`config.mk`:
```
export PLATFORM = sky130hd
export DESIGN_NAME = fifo_uart_tx
export DESIGN_NICKNAME = d
export VERILOG_FILES = /design/src/rtl/fifo_uart_tx.sv
export SDC_FILE = /design/constraint.sdc
export NUM_CORES = 1
export LEC_CHECK = 0
export ABC_AREA = 1
export CAP_MARGIN = 20
export CORE_MARGIN = 4
export CORE_UTILIZATION = 40
export CTS_BUF_LIST = sky130_fd_sc_hd__clkbuf_16
export DETAILED_ROUTE_END_ITERATION = 8
export GPL_TIMING_DRIVEN = 0
export PLACE_DENSITY = 0.71
export SLEW_MARGIN = 20
export SYNTH_ARGS = -nofsm -noshare
export SYNTH_HDL_FRONTEND = slang
export SYNTH_SLANG_ARGS = --single-unit
```
`constraint.sdc`:
```
create_clock -name clk -period 1.44 [get_ports clk]
set_input_delay 0.144 -clock clk [delete_from_list [all_inputs] [get_ports clk]]
set_output_delay 0.144 -clock clk [all_outputs]
set_load 0.1 [all_outputs]
```
`src/rtl/fifo_uart_tx.sv`:
```
// Drains a show-ahead FIFO into async serial frames: start, DATA_W bits LSB first, optional even parity, stop.
// Latency: pop edge to tx_o falling is 1 cycle; back-to-back frames are (2+DATA_W+PARITY_EN)*CLK_DIV cycles apart.
// Backpressure: pops only when idle or on the last stop cycle, with enable_i high and the FIFO non-empty.
module fifo_uart_tx #(
  parameter int DATA_W    = 8,
  parameter int CLK_DIV   = 16,
  parameter int PARITY_EN = 0
) (
  input  logic              clk,
  input  logic              reset,
  input  logic              enable_i,
  input  logic              empty_i,
  input  logic [DATA_W-1:0] pop_data_i,
  output logic              pop_o,
  output logic              tx_o,
  output logic              busy_o,
  output logic              frame_done_o
);

  localparam int DIV_W = $clog2(CLK_DIV);
  localparam int BIT_W = (DATA_W > 1) ? $clog2(DATA_W) : 1;

  typedef enum logic [2:0] {IDLE, START, DATA, PARITY, STOP} state_t;

  state_t            state, state_nxt;
  logic [DIV_W-1:0]  div_cnt, div_nxt;
  logic [BIT_W-1:0]  bit_cnt, bit_nxt;
  logic [DATA_W-1:0] shreg, shreg_nxt;
  logic              par, par_nxt;
  logic              tx_nxt;
  logic              div_last;
  logic              stop_last;

  assign div_last     = (div_cnt == DIV_W'(CLK_DIV - 1));
  assign stop_last    = (state == STOP) && div_last;
  // Gated by reset so no pop strobe reaches the FIFO while the block is held in reset.
  assign pop_o        = reset & enable_i & ~empty_i & ((state == IDLE) | stop_last);
  assign frame_done_o = stop_last;
  assign busy_o       = (state != IDLE);

  always_comb begin
    state_nxt = state;
    div_nxt   = div_cnt;
    bit_nxt   = bit_cnt;
    shreg_nxt = shreg;
    par_nxt   = par;
    tx_nxt    = 1'b1;

    if (state != IDLE) begin
      div_nxt = div_last ? '0 : div_cnt + DIV_W'(1);
    end

    case (state)
      START:  if (div_last) state_nxt = DATA;
      DATA: begin
        if (div_last) begin
          if (bit_cnt == BIT_W'(DATA_W - 1)) begin
            bit_nxt   = '0;
            state_nxt = (PARITY_EN != 0) ? PARITY : STOP;
          end else begin
            bit_nxt   = bit_cnt + BIT_W'(1);
            shreg_nxt = shreg >> 1;
          end
        end
      end
      PARITY: if (div_last) state_nxt = STOP;
      STOP:   if (div_last) state_nxt = IDLE;
      default: ;
    endcase

    // A pop overrides the return to IDLE, giving back-to-back frames.
    if (pop_o) begin
      shreg_nxt = pop_data_i;
      par_nxt   = ^pop_data_i;
      state_nxt = START;
      div_nxt   = '0;
      bit_nxt   = '0;
    end

    case (state_nxt)
      START:   tx_nxt = 1'b0;
      DATA:    tx_nxt = shreg_nxt[0];
      PARITY:  tx_nxt = par_nxt;
      default: tx_nxt = 1'b1;
    endcase
  end

  always_ff @(posedge clk or negedge reset) begin
    if (!reset) begin
      state   <= IDLE;
      div_cnt <= '0;
      bit_cnt <= '0;
      shreg   <= '0;
      par     <= 1'b0;
      tx_o    <= 1'b1;
    end else begin
      state   <= state_nxt;
      div_cnt <= div_nxt;
      bit_cnt <= bit_nxt;
      shreg   <= shreg_nxt;
      par     <= par_nxt;
      tx_o    <= tx_nxt;
    end
  end

endmodule

```
==> results of run 1 <==
## critical path, delay by kind of cell (launching register included)
family,cells,cell delay (ps)
compound gates,1,150
simple gates,2,190
buf+inv,2,230
fa+ha+maj,1,180
flops,1,400
## worst min path at each step
stage | start | cells after the start | end
6_report | reset | 5 | div_cnt[1]
5_1_grt | reset | 2 | tx_o
2_1_floorplan | reset | 0 | bit_cnt[0]
3_5_place_dp | div_cnt[1] | 2 | div_cnt[1]
3_3_place_gp | bit_cnt[0] | 1 | bit_cnt[0]
4_1_cts | reset | 5 | div_cnt[1]
## flip-flops by register name, indices dropped and copies added (netlist names)
signal and flops:
div_cnt 4, par 1, bit_cnt 3, shreg 8, tx_o 1, state 3
## metal layers
metal	GRT usage [%]	vias up	part of all wire [%]	wire length (um)
met5	0	-	0	0
met4	7.39	0	2.2	69
met3	2.99	5	2.5	81
met2	33.1	21	55	1750
met1	17.9	574	41	1300
li1	-	626	-	-
## power by group
part           internal, uW  switching (uW)
clock                   551             212
combinational           827            1130
sequential              835             207
## cell families (layout without fill, tap and decap cells)
family	count (synthesis)	in the layout	share of synthesized area, %
DFF	20	20	39.5
adders and majority gates	3	3	2.96
buffers and inverters	39	77	13.1
AOI/OAI and AO/OA	20	20	11.0
and+or+nand+nor	89	89	31.6
muxes	2	2	1.77
## area by class of cell
cell class	count	area share, %
well taps	44	2.75
flip-flops and latches	20	25.2
clock buffers	3	3.75
repair buffers	35	19.1
inverters	37	7.75
plain buffers	1	1.00
clock inverters	1	1.50
multi-input cells	114	38.9
## layout by cell type (no fill, tap or decap), types with 3 or more instances in the layout
cell             count
o221ai_2             6
nand3_4              3
buf_6                5
nor2_1              10
clkbuf_16            3
buf_12               6
buf_4               10
dfrtp_1             17
nand3_1              8
nand2_2              7
clkdlybuf4s50_1     10
nand3_2              3
nor2_4               6
inv_1               29
o21ai_1              4
nand2_1             46
nand4_1              3
inv_2                6
## through the flow
step / area (um2) / power, uW
after detailed placement: 1520 / 2430
after CTS: 1880 / 3540
after floorplan: 1310 / 2110
final: 2000 / 3760
after global placement: 1520 / 2360
after global routing: 2000 / 4040
## timing repair
action	CTS	global route
hold buffers	2	0
gates cloned	1	0
pin swaps	10	14
gates resized for setup	57	27
hold endpoints to repair	19	0
buffers inserted	11	6
endpoints found under the setup margin	23	23
==> results.toml, run 1 <==
[status]
status = "finished, violations left"
violations = "setup timing"

[critical_path]
ff2ff_path_depth = 8
rrSetupSlack_ps = -80
path_cells = "ha_4 -> nand3_4 -> a21oi_4 -> nand2_4 -> clkinv_8 -> buf_12"
crit_path_start = "div_cnt[1]"
arrival_ps = 1410
reg2reg_to = "bit_cnt[0]"
critPathCaptureType = "primary output"
rr_startpoint = "div_cnt[1]"
crit_fanout = 4
path_class = "register to primary output"
critPathLaunchType = "register"
cp-endpoint = "pop_o"
critPathRequiredTime_ps = 1300
cp_slowest_cell = "dfrtp_1"
crit_path_max_incr_delay_ps = 400

[synth]
yosysMostFrequentCell = "nand2_1"
async_flop_share_pct = 100
syn_avg_cell_area_um2 = 7.34
syn_nets = 188
yosysWarnings = 0
synth_area_leaders = "dfrtp_1 37%, nand2_1 15%, inv_1 10%, nand3_1 4.7%, nor2_1 4.1%"
yosysTopAreaCell = "dfrtp_1"
synth_top_cells_by_count = "52 x nand2_1, 35 x inv_1, 19 x dfrtp_1, 14 x nor2_1, 12 x nand3_1"
synth_area_um2 = 1270
ys_ff_latch = 20
synth_enable_flop_cells = 0
synth_top_cell_area_share_pct = 37.4
ys_seq_area_share_pct = 39.5
synth_ff_type = "dfrtp_1"
synth_cell_type_count = 25
synth_cells = 173

[floorplan]
core-area_um2 = 3050
num_rows = 20
io_pins = 16
die_w_um = 64.3
initial_core_util_pct = 41.6
die_area_um2 = 4140
die_y_um = 64.3

[cts]
htree_num_levels = 1
cts_sinks = 20
numCtsBuffers = 3
cts_root_buffer = "clkbuf_16"
clockBufferDepth = 2
clock_latency_ps = 250
path_clk_slew_ps = 60
tritoncts = "done"

[global_route]
track_usage_pct = 17.2
grt_start_max_net_pins = 20
grt_pass1_wl_um = 5610
first_global_vias = 1350
grt_overflow = 0
antenna_found_initial = 0

[power_and_ir_drop]
ir_drop_mv = 0.932
pwr_density_cell_nw_per_um2 = 1880
p_leak_uw = 0.000989

[final_layout]
nFillCells = 263
final_core_util_pct = 65.6
final_nets = 227
multi_input_area_um2 = 779
finalNonFillerCells = 255
antennaDiodeCount = 0
areaGrowthSynthToFinish_pct = 57.6
drive_gt1_share_pct = 36.0
regArea_um2 = 504

[sta]
setup_ws_ps = -113
finalHoldViolations = 0
hold_slack_ps = 436
fin_crit_ps = 1550
rsz0062_at_grt = "true"
finalSetupViolations = 14
drv_slew = 0
skew_ps = 6.16
max_slew.worst_pin.slew_ps = 879
fmaxAchievable_mhz = 644
setup_tns_ps = -640
slew_headroom_pct = 41.2
min_period_over_period_pct = 108

[job]
cap_violations = 0

[drt]
routed_via_density = 4.81
wl_per_cell_um = 12.6
ant_nets = 0
dr_total_vias = 1226
drc = 0
dr.pass1.iters = 5
drt_iter0_drc = 50
drt-total-wl_um = 3200

[placed_design]
dp_hpwl_um = 2140
dp.cells = 232
place_ws_ps = -1720
io_buffers = 15
gp_congestion = 0.843

[worst_hold_path]
hp-class = "primary input to register"
(Power assumes the default switching activity.)
==> run 2: changes to the inputs <==
--- a/config.mk
+++ b/config.mk
@@ -6,7 +6,9 @@
 export NUM_CORES = 1
 export LEC_CHECK = 0
 export ABC_AREA = 1
+export ABC_CLOCK_PERIOD_IN_PS = 1440
 export CAP_MARGIN = 20
+export CORE_ASPECT_RATIO = 0.6
 export CORE_MARGIN = 4
 export CORE_UTILIZATION = 40
 export CTS_BUF_LIST = sky130_fd_sc_hd__clkbuf_16
==> results.toml, run 2 (synthesis gave the netlist of run 1 again) <==
[global_route]
grt_start_max_net_pins = 20
antenna_found_initial = 0
grt_overflow = 0
first_global_vias = 1269
grt_pass1_wl_um = 5670
track_usage_pct = 17.8

[drt]
drt-total-wl_um = 3300
dr_total_vias = 1255
routed_via_density = 4.94
ant_nets = 0
wl_per_cell_um = 13.0
drt_iter0_drc = 64
drc = 0
dr.pass1.iters = 4

[final_layout]
layout_common_cells = "47 x nand2_1, 31 x inv_1, 17 x dfrtp_1, 14 x buf_4, 11 x nor2_1"
nFillCells = 224
areaGrowthSynthToFinish_pct = 50.0
largestRegisters = "shreg x8, div_cnt x4"
antennaDiodeCount = 0
largest_reg_flops = 8
top_register = "shreg"
final_nets = 228
final_common_cell = "nand2_1"
drive_gt1_share_pct = 30.2

[worst_hold_path]
hp-class = "primary input to asynchronous set/reset pin"

[critical_path]
critPathLaunchType = "register"
critPathCaptureType = "primary output"
arrival_ps = 1400
critPathRequiredTime_ps = 1300
crit_fanout = 4
path_class = "register to primary output"

[placed_design]
io_buffers = 15
dp_hpwl_um = 2180
gp_congestion = 0.836
place_ws_ps = -1740

[cts]
cts_root_buffer = "clkbuf_16"
clock_latency_ps = 250
clockBufferDepth = 2
path_clk_slew_ps = 60
numCtsBuffers = 3
tritoncts = "done"
cts_sinks = 20
htree_num_levels = 1

[sta]
fmaxAchievable_mhz = 649
setup_ws_ps = -99.7
rsz0062_at_grt = "true"
setup_tns_ps = -289
finalSetupViolations = 7
max_slew.worst_pin.slew_ps = 912
min_period_over_period_pct = 107
drv_slew = 0
finalHoldViolations = 0
slew_headroom_pct = 39.2
fin_crit_ps = 1540
skew_ps = 3.12

[floorplan]
initial_core_util_pct = 43.1
die_y_um = 51.6
num_rows = 15
die_area_um2 = 4170
io_pins = 16
core-area_um2 = 2950
die_w_um = 80.7

[power_and_ir_drop]
p_leak_uw = 0.000972
pwr_density_cell_nw_per_um2 = 1820
ir_drop_mv = 0.765
finalPower_uw = 3460

[status]
violations = "setup timing"
status = "finished, violations left"

[job]
cap_violations = 0
run 2: cell types whose count changed in the layout (fill, tap and decap cells not counted), sizes merged:
cell	before	now
buf	23	24
bufinv	1	0
clkinv	1	2
dlygate4sd3	2	1
dlymetal6s4s	0	1
run 2: repair_timing:
action	4_1_cts	5_1_grt
endpoints found under the hold margin	19	0
setup endpoints to repair	22	23
gates resized for setup	46	19
pin swaps	8	12
hold buffers	2	0
buffers inserted	15	4
run 2: where the power goes:
| part | total, uW | switching, uW | internal [uW] |
|---|---|---|---|
| clock | 570 | 201 | 370 |
| combinational | 1870 | 1090 | 782 |
| sequential | 1020 | 183 | 836 |
run 2: per-stage QoR:
step | cells | util, % | cell area (um2) | hold WS (ps)
2_1_floorplan | 173 | - | 1310 | -152
3_3_place_gp | 230 | 51.3 | 1510 | 489
3_5_place_dp | 230 | 51.3 | 1510 | 514
4_1_cts | 251 | 62.1 | 1830 | 455
5_1_grt | 254 | 64.6 | 1900 | 387
6_report | 254 | 64.6 | 1900 | 334
run 2: routing by layer:
layer	global-route usage, %	up-vias	part of all wire (%)
met2	31.7	25	49
met3	3.98	4	3.3
met4	1.40	0	0.82
met1	23.1	599	46
li1	-	627	-
met5	0	-	0
run 2: path summary, 6_finish.rpt:
| check | from | to | slack (ps) | depth (start not counted) |
|---|---|---|---|---|
| worst min-delay path | reset | bit_cnt[2] | 330 | 2 |
| max in group asynchronous | reset | state[2] | 480 | 2 |
| worst min register to register | bit_cnt[0] | bit_cnt[0] | 520 | 1 |
| worst max register to register | div_cnt[0] | tx_o | -40 | 11 |
| min in group clk | reset | div_cnt[1] | 480 | 5 |
| worst max-delay path | div_cnt[0] | pop_o | -100 | 6 |
run 2: critical path: stages, from the launching register on:
cell      delay [ps]
dfrtp_1          400
ha_4             170
nand3_4           90
a21oi_4          150
nand2_4          100
clkinv_8          60
buf_12           160
run 2: final cells by class:
cell class | count | area [um2] | share of cell area, %
Clock buffer | 3 | 75.1 | 3.94
Buffer | 1 | 11.3 | 0.591
Sequential cell | 20 | 504 | 26.5
Clock inverter | 1 | 3.75 | 0.197
Multi-Input combinational cell | 114 | 722 | 37.9
Tap cell | 42 | 52.6 | 2.76
Timing Repair Buffer | 36 | 378 | 19.8
Inverter | 37 | 158 | 8.28
